<file path="src/rtl/turkey_sensor_emulator_pkg.sv">
// Shared encodings for the turkey sensor emulator: one-hot phase states,
// sensor line patterns and the direction convention.
package turkey_sensor_emulator_pkg;

    // One-hot phase encoding, same style as the crossing detector.
    typedef enum logic [4:0] {
        ST_IDLE  = 5'b00001,
        ST_ENTER = 5'b00010,
        ST_BOTH  = 5'b00100,
        ST_EXIT  = 5'b01000,
        ST_GAP   = 5'b10000
    } state_t;

    // Sensor pair as {LS, RS}: 1 = beam clear, 0 = beam blocked.
    localparam logic [1:0] SNS_CLEAR = 2'b11;
    localparam logic [1:0] SNS_BOTH  = 2'b00;

    // dir value for a left-to-right walk.
    localparam logic DIR_RIGHT = 1'b1;

    // {LS, RS} for a phase. Patterns are written for a left-to-right walk
    // and mirrored for right-to-left.
    function automatic logic [1:0] sensor_pattern(state_t st, logic dir);
        logic [1:0] p;
        p = SNS_CLEAR;
        case (st)
            ST_ENTER: p = 2'b01;
            ST_BOTH:  p = SNS_BOTH;
            ST_EXIT:  p = 2'b10;
            default:  p = SNS_CLEAR;
        endcase
        return (dir == DIR_RIGHT) ? p : {p[0], p[1]};
    endfunction

endpackage

</file>
<file path="src/rtl/turkey_sensor_emulator_if.sv">
// Command/status bundle between the button logic (master) and the
// emulator (slave). LS/RS feed the crossing detector.
interface turkey_sensor_emulator_if #(
    parameter int DWELL_W = 16,
    parameter int CNT_W   = 8
);
    logic               start;
    logic               dir;
    logic               backout;
    logic [DWELL_W-1:0] dwell;
    logic               LS;
    logic               RS;
    logic               busy;
    logic               done;
    logic [CNT_W-1:0]   right_count;
    logic [CNT_W-1:0]   left_count;

    modport master (
        output start, dir, backout, dwell,
        input  LS, RS, busy, done, right_count, left_count
    );

    modport slave (
        input  start, dir, backout, dwell,
        output LS, RS, busy, done, right_count, left_count
    );
endinterface

</file>
<file path="src/rtl/turkey_sensor_emulator_phase_timer.sv">
// Loadable down-counter timing one sensor phase. expire is high while the
// count sits at zero, so a load of N gives N+1 cycles before the phase ends.
module turkey_sensor_emulator_phase_timer #(
    parameter int DWELL_W = 16
) (
    input  logic               clk,
    input  logic               reset,
    input  logic               load,
    input  logic [DWELL_W-1:0] load_val,
    output logic               expire
);
    logic [DWELL_W-1:0] count;

    // Load on phase entry, otherwise count down and hold at zero.
    always_ff @(posedge clk or posedge reset) begin
        // NOTE: sequential state uses <= so every flop samples pre-edge values.
        if (reset) begin
            count <= '0;
        end else if (load) begin
            count <= load_val;
        end else if (count != '0) begin
            count <= count - DWELL_W'(1);
        end
    end

    assign expire = (count == '0);

endmodule

</file>
<file path="src/rtl/turkey_sensor_emulator.sv">
// Turkey sensor emulator: plays one gate crossing (left-to-right,
// right-to-left or back-out) onto LS/RS and counts completed crossings.
module turkey_sensor_emulator
    import turkey_sensor_emulator_pkg::*;
#(
    parameter int DWELL_W = 16,
    parameter int CNT_W   = 8
) (
    input  logic                    clk,
    input  logic                    reset,
    turkey_sensor_emulator_if.slave bus
);
    state_t             state;
    state_t             state_next;
    logic               dir_q;
    logic               backout_q;
    logic [DWELL_W-1:0] dwell_m1_q;   // D-1 of the crossing in flight
    logic [DWELL_W-1:0] dwell_m1_in;  // D-1 from the live dwell input
    logic [DWELL_W-1:0] load_val;
    logic               accept;
    logic               expire;
    logic               load;
    logic               dir_next;
    logic               crossing_end;
    logic [1:0]         sns_next;

    assign accept       = (state == ST_IDLE) && bus.start;
    // dwell of 0 behaves as 1, so the phase timer load is max(dwell,1)-1.
    assign dwell_m1_in  = (bus.dwell == '0) ? '0 : bus.dwell - DWELL_W'(1);
    // On the accept edge the latched copies are not valid yet.
    assign load_val     = accept ? dwell_m1_in : dwell_m1_q;
    assign dir_next     = accept ? bus.dir : dir_q;
    assign load         = (state_next != state);
    assign crossing_end = (state == ST_GAP) && expire;
    assign sns_next     = sensor_pattern(state_next, dir_next);
    assign bus.busy     = (state != ST_IDLE);

    turkey_sensor_emulator_phase_timer #(
        .DWELL_W (DWELL_W)
    ) u_phase_timer (
        .clk      (clk),
        .reset    (reset),
        .load     (load),
        .load_val (load_val),
        .expire   (expire)
    );

    // Phase sequencing: each non-idle phase lasts until the timer expires.
    always_comb begin
        // NOTE: default first so no path leaves state_next unassigned (no latch).
        state_next = state;
        unique case (state)
            ST_IDLE:  if (bus.start) state_next = ST_ENTER;
            ST_ENTER: if (expire)    state_next = backout_q ? ST_GAP : ST_BOTH;
            ST_BOTH:  if (expire)    state_next = ST_EXIT;
            ST_EXIT:  if (expire)    state_next = ST_GAP;
            ST_GAP:   if (expire)    state_next = ST_IDLE;
            default:                 state_next = ST_IDLE;
        endcase
    end

    // State, latched crossing parameters and sensor flops from next-state.
    always_ff @(posedge clk or posedge reset) begin
        if (reset) begin
            state      <= ST_IDLE;
            dir_q      <= DIR_RIGHT;
            backout_q  <= 1'b0;
            dwell_m1_q <= '0;
            bus.LS     <= 1'b1;
            bus.RS     <= 1'b1;
        end else begin
            state <= state_next;
            if (accept) begin
                dir_q      <= bus.dir;
                backout_q  <= bus.backout;
                dwell_m1_q <= dwell_m1_in;
            end
            {bus.LS, bus.RS} <= sns_next;
        end
    end

    // Completion pulse and crossing counters; back-outs are never counted.
    always_ff @(posedge clk or posedge reset) begin
        if (reset) begin
            bus.done        <= 1'b0;
            bus.right_count <= '0;
            bus.left_count  <= '0;
        end else begin
            bus.done <= crossing_end;
            if (crossing_end && !backout_q) begin
                if (dir_q == DIR_RIGHT) begin
                    bus.right_count <= bus.right_count + CNT_W'(1);
                end else begin
                    bus.left_count <= bus.left_count + CNT_W'(1);
                end
            end
        end
    end

endmodule

</file>
<file path="src/flat_wrapper.sv">
// flat-port wrapper written by rule: the top's interface ports become plain ports
module turkey_sensor_emulator_flat import turkey_sensor_emulator_pkg::*;
#(
    parameter int DWELL_W = 16,
    parameter int CNT_W   = 8
)
  (clk, reset, bus_start, bus_dir, bus_backout, bus_dwell, bus_LS, bus_RS, bus_busy, bus_done, bus_right_count, bus_left_count);
  turkey_sensor_emulator_if #(.DWELL_W(DWELL_W), .CNT_W(CNT_W)) bus_i ();
  input  logic clk;
  input  logic reset;
  input wire logic [$bits(bus_i.start)-1:0] bus_start;
  input wire logic [$bits(bus_i.dir)-1:0] bus_dir;
  input wire logic [$bits(bus_i.backout)-1:0] bus_backout;
  input wire logic [$bits(bus_i.dwell)-1:0] bus_dwell;
  output wire logic [$bits(bus_i.LS)-1:0] bus_LS;
  output wire logic [$bits(bus_i.RS)-1:0] bus_RS;
  output wire logic [$bits(bus_i.busy)-1:0] bus_busy;
  output wire logic [$bits(bus_i.done)-1:0] bus_done;
  output wire logic [$bits(bus_i.right_count)-1:0] bus_right_count;
  output wire logic [$bits(bus_i.left_count)-1:0] bus_left_count;
  assign bus_i.start = bus_start;
  assign bus_i.dir = bus_dir;
  assign bus_i.backout = bus_backout;
  assign bus_i.dwell = bus_dwell;
  assign bus_LS = bus_i.LS;
  assign bus_RS = bus_i.RS;
  assign bus_busy = bus_i.busy;
  assign bus_done = bus_i.done;
  assign bus_right_count = bus_i.right_count;
  assign bus_left_count = bus_i.left_count;
  turkey_sensor_emulator #(.DWELL_W(DWELL_W), .CNT_W(CNT_W)) u_core (.clk(clk), .reset(reset), .bus(bus_i));
endmodule
</file>
<file path="config.mk">
export PLATFORM = sky130hd
export DESIGN_NAME = turkey_sensor_emulator_flat
export DESIGN_NICKNAME = d
export VERILOG_FILES = /design/src/rtl/turkey_sensor_emulator_pkg.sv /design/src/rtl/turkey_sensor_emulator_if.sv /design/src/rtl/turkey_sensor_emulator_phase_timer.sv /design/src/rtl/turkey_sensor_emulator.sv /design/src/flat_wrapper.sv
export SDC_FILE = /design/constraint.sdc
export NUM_CORES = 1
export LEC_CHECK = 0
export ABC_AREA = 1
export CORE_ASPECT_RATIO = 0.6
export CORE_UTILIZATION = 45
export DETAILED_ROUTE_END_ITERATION = 16
export GPL_TIMING_DRIVEN = 0
export PLACE_DENSITY_LB_ADDON = 0.15
export SLEW_MARGIN = 5
export SYNTH_ARGS = -nofsm -noshare
export SYNTH_HDL_FRONTEND = slang
export SYNTH_SLANG_ARGS = --single-unit
</file>
<file path="constraint.sdc">
create_clock -name clk -period 2.25 [get_ports clk]
set_input_delay 0.45 -clock clk [delete_from_list [all_inputs] [get_ports clk]]
set_output_delay 0.45 -clock clk [all_outputs]
set_load 0.01 [all_outputs]
</file>
**Yosys cells after proc, flatten, opt, wreduce, memory -nomap -nowiden**

Cells that the tools add are included.

- Add/subtract/negate cells: 4
- $mul: 0
- Div/mod/pow operators: 0
- $lt $le $gt $ge: 0
- Equal/unequal tests: 10
- Shifts and indexed selects: 0
- Multiplexer cells: 14
- Bitwise operators: 1
- Reductions and logical operators: 10

Operators with widths:

| cell | number |
|---|---|
| two-way mux 16 bit | 4 |
| zero test 16 bit | 2 |
| subtractor 16 x 1 -> 16 bit (second input constant) | 2 |
| two-way mux 5 bit | 6 |
| one-hot mux 5 bit (5 select lines) | 1 |
| adder 8 x 1 -> 8 bit (second input constant) | 2 |
| nonzero test 16 bit | 1 |
| equality test 5 x 2 -> 1 bit (second input constant) | 2 |
| equality test 5 x 3 -> 1 bit (second input constant) | 2 |
| equality test 5 x 4 -> 1 bit (second input constant) | 2 |
| one-hot mux 2 bit (3 select lines) | 1 |
| equality test 5 x 1 -> 1 bit (second input constant) | 1 |
| equality test 5 bit (second input constant) | 1 |
| != test 5 x 1 -> 1 bit (second input constant) | 1 |
| != test 5 bit | 1 |
| AND reduction 2 bit | 2 |
| logical AND 1 bit | 3 |
| two-way mux 2 bit | 1 |
| nonzero test 2 bit | 1 |
| zero test 1 bit | 1 |
| two-way mux 1 bit | 1 |
| inverter 1 bit | 1 |

- Bits in registers: 58
- Bits in latches: 0
- Memory bits (writable): 0
- Bits in read-only memories: 0
- Input bits: 21
- Output and inout bits: 20
- Logic and storage cells: 49
- Memories kept: 0

**Depth between registers and ports, before layout**

- Depth after elaboration: 6
- Gate-level depth with buffers: 11
- Depth with buffers taken out: 11

**By module**

From an unflattened synthesis, not the netlist that was laid out.

- Cells, all modules: 471
- Area, all modules: 3631.0 µm²

By module, submodules not included:

| module | times used | cells each | area each (µm²) | sequential area each (µm²) |
|---|---|---|---|---|
| turkey_sensor_emulator | 1 | 302 | 2457.4 | 1056.0 |
| turkey_sensor_emulator_phase_timer | 1 | 169 | 1173.6 | 400.4 |

**Worst setup path before layout**

OpenSTA, ideal clock, no wires.

- Path type: reg2reg
- Start point: reg u_core.u_phase_timer.count[0]
- End point: reg u_core.u_phase_timer.count[10]
- Library setup time: 0.065 ns
- Data arrival time: 1.551 ns
- Data required time: 2.185 ns
- Slack: 0.635 ns
- Stages on the path, launching flop included: 12
- Path buffers: 1
- Clock period less this slack: 1.615 ns
- Cells stage by stage: dfrtp_1 > inv_1 > ha_1 > nand3_4 > nor2_2 > nand2_4 > clkinv_4 > nor2_2 > nor2_4 > buf_6 > nand2_1 > nand2_1

- Longest elaborated chain between the ends: 5
- Elaborated cells between the ends (all ways): 12
- Classes of those cells: add/sub: 1; eq/ne: 1; mux: 7; reduce/logical: 3

RTL lines:

| element | line | RTL |
|---|---|---|
| from (decl) | turkey_sensor_emulator_phase_timer.sv:12 | `logic [DWELL_W-1:0] count;` |
| from (signal assigned) | turkey_sensor_emulator_phase_timer.sv:20 | `count <= load_val;` |
| from (signal assigned) | turkey_sensor_emulator_phase_timer.sv:22 | `count <= count - DWELL_W'(1);` |
| branches (longest 5 deep; another with subtractor 16 x 1 -> 16 bit) | n/a |  |

Several ways; the timed one is not identified. The select of a mux whose other input is x is not followed.
A chain may end at the register's enable or synchronous reset.

**Worst setup path after layout**

- Start point: reg u_core.state[0]
- End point: out bus_busy

- Longest elaborated chain between the ends: 1

RTL lines:

| element | line | RTL |
|---|---|---|
| from (decl) | turkey_sensor_emulator.sv:13 | `state_t state;` |
| from (signal assigned) | turkey_sensor_emulator.sv:72 | `state <= state_next;` |
| != test 5 x 1 -> 1 bit | turkey_sensor_emulator.sv:36 | `assign bus.busy = (state != ST_IDLE);` |
| to (decl) | flat_wrapper.sv:17 | `output wire logic [$bits(bus_i.busy)-1:0] bus_busy;` |

No other way between the ends.

==> impl_metrics.py <==
metrics = {
    "setup_path": {
        "critPathBufInv": 2,
        "required_ns": 1.80,
        "slowest_stage": "dfstp_2",
        "slowest_delay_ns": 0.54,
        "path_cells": "inv_1 -> nor2_4 -> nand3_2 -> clkdlybuf4s50_1",
        "end_kind": "output pin",
        "worst_ep_arrival_time_ns": 1.68,
        "crit_type": "reg -> out",
        "cp_top_family": "buffers and inverters",
        "cp_max_fo": 3,
        "crit_path_start_kind": "register",
    },
    "clocking": {
        "clockRootBuffer": "clkbuf_16",
        "h-tree-depth": 3,
        "cts_max_path_buffers": 2,
        "insertion_delay_ns": 0.33,
        "cts_tree": "built",
        "postCtsSetupRepairBufs": 0,
        "clkTransAtPathRegs_ns": 0.05,
        "clock_sinks": 58,
        "cts_buffers": 9,
    },
    "grt": {
        "grt_usage_pct": 22.9,
        "globalRouteOverflowTotal": 0,
        "grt_pass1_vias": 2889,
        "grt_max_degree": 38,
        "antenna_found_initial": 0,
        "grt_pass1_wl_um": 14000,
    },
    "pwr": {
        "power_density_mw_per_mm2": 1050,
        "p_leak_nw": 2.15,
        "vdd_ir_drop_max_mv": 0.508,
    },
    "synthesis": {
        "ys_types": 33,
        "ys_warn_count": 0,
        "synth-seq-cells": 58,
        "synth_common_cells": "nand2_1 (160), dfrtp_1 (54), nor2_1 (49), inv_1 (47), nand3_1 (32)",
        "synth_top_family_by_area": "simple AND/OR/NAND/NOR gates",
        "syn-num-nets": 489,
        "yosysTopAreaCell": "dfrtp_1",
        "avgSynthCellArea_sq_um": 7.53,
        "synth_edf_count": 0,
        "synth_area_sq_mm": 0.00349,
        "synth_top_area_share_pct": 38.7,
        "synth-compound-area-share_pct": 5.77,
        "synthSimpleGateAreaFrac_pct": 36.6,
        "synth_top_cells_by_area": "dfrtp_1 (39%), nand2_1 (17%), nor2_1 (5.3%)",
        "synthCells": 464,
        "yosys.cell_count.top_type": "nand2_1",
        "muxShareOfSynthArea_pct": 0,
        "ys_async_sr_fraction_pct": 100,
        "synth_flop_cell": "dfrtp_1",
        "yosys.area_share.xor_xnor_pct": 7.52,
        "synth_fa_ha_area_share_pct": 1.43,
        "synth_seq_area_share_pct": 41.7,
    },
    "die": {
        "dieWidth_um": 116,
        "die_area_sq_mm": 0.00813,
        "core-area_sq_mm": 0.00739,
        "ios": 41,
        "die_y_um": 70.3,
        "initial_core_util_pct": 47.3,
        "std_cell_rows": 24,
    },
    "timing": {
        "slew_headroom_pct": 44.6,
        "fin_skew_ns": 0.00671,
        "finalWorstSetupSlack_ns": 0.119,
        "final-setup-viol-count": 0,
        "rsz0062_at_grt": "false",
        "period_share_pct": 94.7,
        "tightest_slew_ns": 0.830,
        "slew_viol_final": 0,
        "min_period_ns": 2.13,
        "holdWs_ns": 0.473,
        "hold_viol_final": 0,
        "setup_tns_ns": 0,
        "fmax_ghz": 0.469,
    },
    "route": {
        "wirelength_um": 8060,
        "drc_errors": 0,
        "wl_per_cell_um": 12.9,
        "vias": 3048,
        "ant_nets": 0,
        "first_iter_violations": 213,
        "vias_per_cell": 4.88,
        "dr.pass1.iters": 5,
    },
    "placement": {
        "post-dp-hpwl_um": 5960,
        "globalplace.congestion": 0.869,
        "portBuffers": 40,
        "placed_cell_area_sq_mm": 0.00405,
        "dpl_worst_slack_ns": -0.0480,
    },
    "cells_and_area": {
        "layout.nets": 541,
        "fin_area_sq_mm": 0.00432,
        "antenna_cells": 0,
        "area_delta_synth_final_pct": 23.7,
        "layout-drive-gt1-share_pct": 12.3,
    },
    "min_path": {
        "hp-class": "reg -> reg",
    },
    "flow_run": {
        "drv_cap": 0,
    },
    "run_status": {
        "status": "finished, final reports clean",
    },
}
logic make-up after synthesis:
group	count (synthesis)
adder cells (fa/ha/maj)	4
flip-flops	58
XOR/XNOR	30
AND/OR/NAND/NOR	282
AO/OA/AOI/OAI	32
buffers and inverters	58
per-stage QoR:
stage / total power, mW / cells / util [%]
finish: 4.55 / 624 / 58.5
global route: 4.89 / 624 / 58.5
CTS: 4.54 / 624 / 58.4
detailed placement: 3.32 / 609 / 54.8
global placement: 3.29 / 608 / 54.5
floorplan: 2.86 / 464 / -
routing by layer:
metal	vias to the layer above	share of wire, %	track usage, %	wire [um]
met5	-	0	0	0
met4	0	0.99	6.98	80
met3	8	5.8	5.99	468
met2	85	39	30.3	3130
met1	1390	54	35.7	4380
li1	1565	-	-	-
state kept, by name, indices dropped and copies added (netlist names):
| name | cells |
|---|---|
| u_core.dwell_m1_q | 16 |
| u_core.dir_q | 1 |
| u_core.bus.RS | 1 |
| u_core.bus.left_count | 8 |
| u_core.bus.done | 1 |
| u_core.state | 5 |
| u_core.u_phase_timer.count | 16 |
| u_core.backout_q | 1 |
| u_core.bus.right_count | 8 |
| u_core.bus.LS | 1 |
repair_timing:
item / CTS / global route
gates resized for setup: 0 / 2
hold buffers: 0 / 0
endpoints found under the setup margin: 0 / 1
endpoints found under the hold margin: 0 / 0
cells in the final DEF, fill, tap and decap left out, types with 5 or more instances in the layout:
cell	netlist	final
xnor2_1	13	13
inv_1	47	46
clkdlybuf4s50_1	0	40
dfrtp_1	54	54
xor2_1	17	17
clkinv_2	2	6
o21ai_2	8	8
nand3b_1	5	5
nor2_2	8	7
nand4_1	9	9
o21ai_0	17	17
nor2_1	49	49
nand3_1	32	31
nor2_4	5	6
nand2_1	160	160
clkbuf_16	0	9
power breakdown:
group          leakage, nW  internal (mW)  switching (mW)
Clock                0.127          0.728           0.463
Combinational         1.28          0.648            1.12
Sequential           0.745           1.40           0.199
worst register-to-register path: cells and delay by family (launching register included):
kind | cells | cell delay [ns]
AO/OA/AOI/OAI | 1 | 0.10
adder cells (fa/ha/maj) | 1 | 0.23
buffers and inverters | 2 | 0.26
flip-flops | 1 | 0.38
AND/OR/NAND/NOR | 5 | 0.83
area by class of cell:
| cell class | instances | area, sq um |
|---|---|---|
| Tap cell | 104 | 130 |
| Clock inverter | 6 | 35.0 |
| Clock buffer | 9 | 225 |
| Sequential cell | 58 | 1460 |
| Buffer | 5 | 38.8 |
| Multi-Input combinational cell | 348 | 1800 |
| Timing Repair Buffer | 41 | 428 |
| Inverter | 53 | 206 |
| Fill cell | 711 | 3070 |
final timing paths:
check	from	end	slack (ns)	depth (start not counted)
min in group asynchronous	reset	u_core.bus.right_count[4]	0.62	2
max	u_core.state[0]	bus_busy	0.12	4
max reg2reg	u_core.u_phase_timer.count[0]	u_core.bus.right_count[5]	0.32	9
min reg2reg	u_core.dwell_m1_q[9]	u_core.dwell_m1_q[9]	0.47	2
max in group asynchronous	reset	u_core.dir_q	0.96	3
min	u_core.dwell_m1_q[9]	u_core.dwell_m1_q[9]	0.47	2
No activity file was read; power rests on OpenSTA's default activity.
==> RTL change, RTL diff (same settings) <==
Re-encode `state_t` (5 states) as binary, 3 bits wide. Comments in the files are not updated.
--- a/src/rtl/turkey_sensor_emulator_pkg.sv
+++ b/src/rtl/turkey_sensor_emulator_pkg.sv
@@ -4,10 +4,10 @@
 
     // One-hot phase encoding, same style as the crossing detector.
-    typedef enum logic [4:0] {
-        ST_IDLE  = 5'b00001,
-        ST_ENTER = 5'b00010,
-        ST_BOTH  = 5'b00100,
-        ST_EXIT  = 5'b01000,
-        ST_GAP   = 5'b10000
+    typedef enum logic [2:0] {
+        ST_IDLE  = 3'd0,
+        ST_ENTER = 3'd1,
+        ST_BOTH  = 3'd2,
+        ST_EXIT  = 3'd3,
+        ST_GAP   = 3'd4
     } state_t;
 
Behaviour: same outputs for any inputs over 10 cycles, from zero or initial values and one cycle with reset high; not proved beyond that.
==> RTL change against the original RTL <==
Non-clock buffer count grew 3; worst hold slack lost 0.0066 ns; routed wire length shrank 14%; synthesized cell count shrank 20%; total power shrank 3.8%; setup slack lost 0.032 ns; sequential cell count shrank 2; area after synthesis shrank 9.7%; cell area shrank 10%; critical endpoint is now u_core.u_phase_timer.count[5]; highest routed layer unchanged.
==> RTL change: results (changes against the original RTL) <==
| Metric | Value |
|---|---|
| Status | finished clean (unchanged) |
| Syn nets | 397 (was 489) |
| DR vias/cell | 4.947 (was 4.885) |
| Met2 usage | 0.2844 (was 0.3034) |
| Layout Cells excl Fill | 509 (was 624) |
| Detailed Place HPWL | 5.378 mm (was 5.961 mm) |
| Post-Synth XOR/XNOR Area | 0.09163 (was 0.07521) |
| Metal2 WL | 2.723 mm (was 3.130 mm) |
| Tot GR Track Use | 0.2090 (was 0.2289) |
| Met3 usage in global routing | 0.04305 (was 0.05990) |
| Compound-Gate Fraction of Synth Area | 0.1127 (was 0.05766) |
| M1 WL | 3.786 mm (was 4.377 mm) |
| Post-Synth Adder-Cell Area | 0.01587 (was 0.01433) |
| Comb pwr share | 0.445 (was 0.388) |
| Largest net degree at the start of global routing | 39 (was 38) |
| Critical path arrival | 2.35 ns (was 1.68 ns) |
| Met3 routed WL | 331 um (was 468 um) |
| Lkg Pwr | 1.774 nW (was 2.149 nW) |
| Final GP Congestion | 0.8756 (was 0.8694) |
| Place WS | -0.3681 ns (was -0.04795 ns) |
| Clk pwr share | 0.199 (was 0.261) |
| Cell Area, Placed | 0.003684 mm2 (was 0.004051 mm2) |
| H-tree depth | 2 (was 3) |
| Critical Path Fanout Max | 10 (was 3) |
| First-pass GRT wire length | 11.40 mm (was 13.99 mm) |
| Peak VDD IR | 1.062 mV (was 0.5084 mV) |
## RTL change: worst paths after layout
kind,from,to,slack [ns]
setup / recovery,bus_dwell[0],u_core.u_phase_timer.count[5],0.09
hold / removal,reset,u_core.bus.left_count[7],0.47
setup reg to reg,u_core.u_phase_timer.count[0],u_core.u_phase_timer.count[1],0.18
hold reg to reg,u_core.bus.right_count[7],u_core.bus.right_count[7],0.47
max in group asynchronous,reset,u_core.bus.LS,1.17
min in group clk,u_core.bus.right_count[7],u_core.bus.right_count[7],0.47
## RTL change: cell type report
type / instances / area [um2]
clock buffer: 6 / 128.9
sequential: 56 / 1405
inverter: 37 / 141.4
fill: 624 / 2849
multi-input combinational: 272 / 1558
clock inverter: 2 / 35.03
buffer: 7 / 80.08
timing repair buffer: 42 / 427.9
tap: 87 / 108.9
## RTL change: repair_timing
| item | 4_1_cts | 5_1_grt |
|---|---|---|
| setup buffers | 0 | 1 |
| resized for setup | 1 | 7 |
| endpoints found under the setup margin | 12 | 16 |
| pin swaps | 0 | 1 |
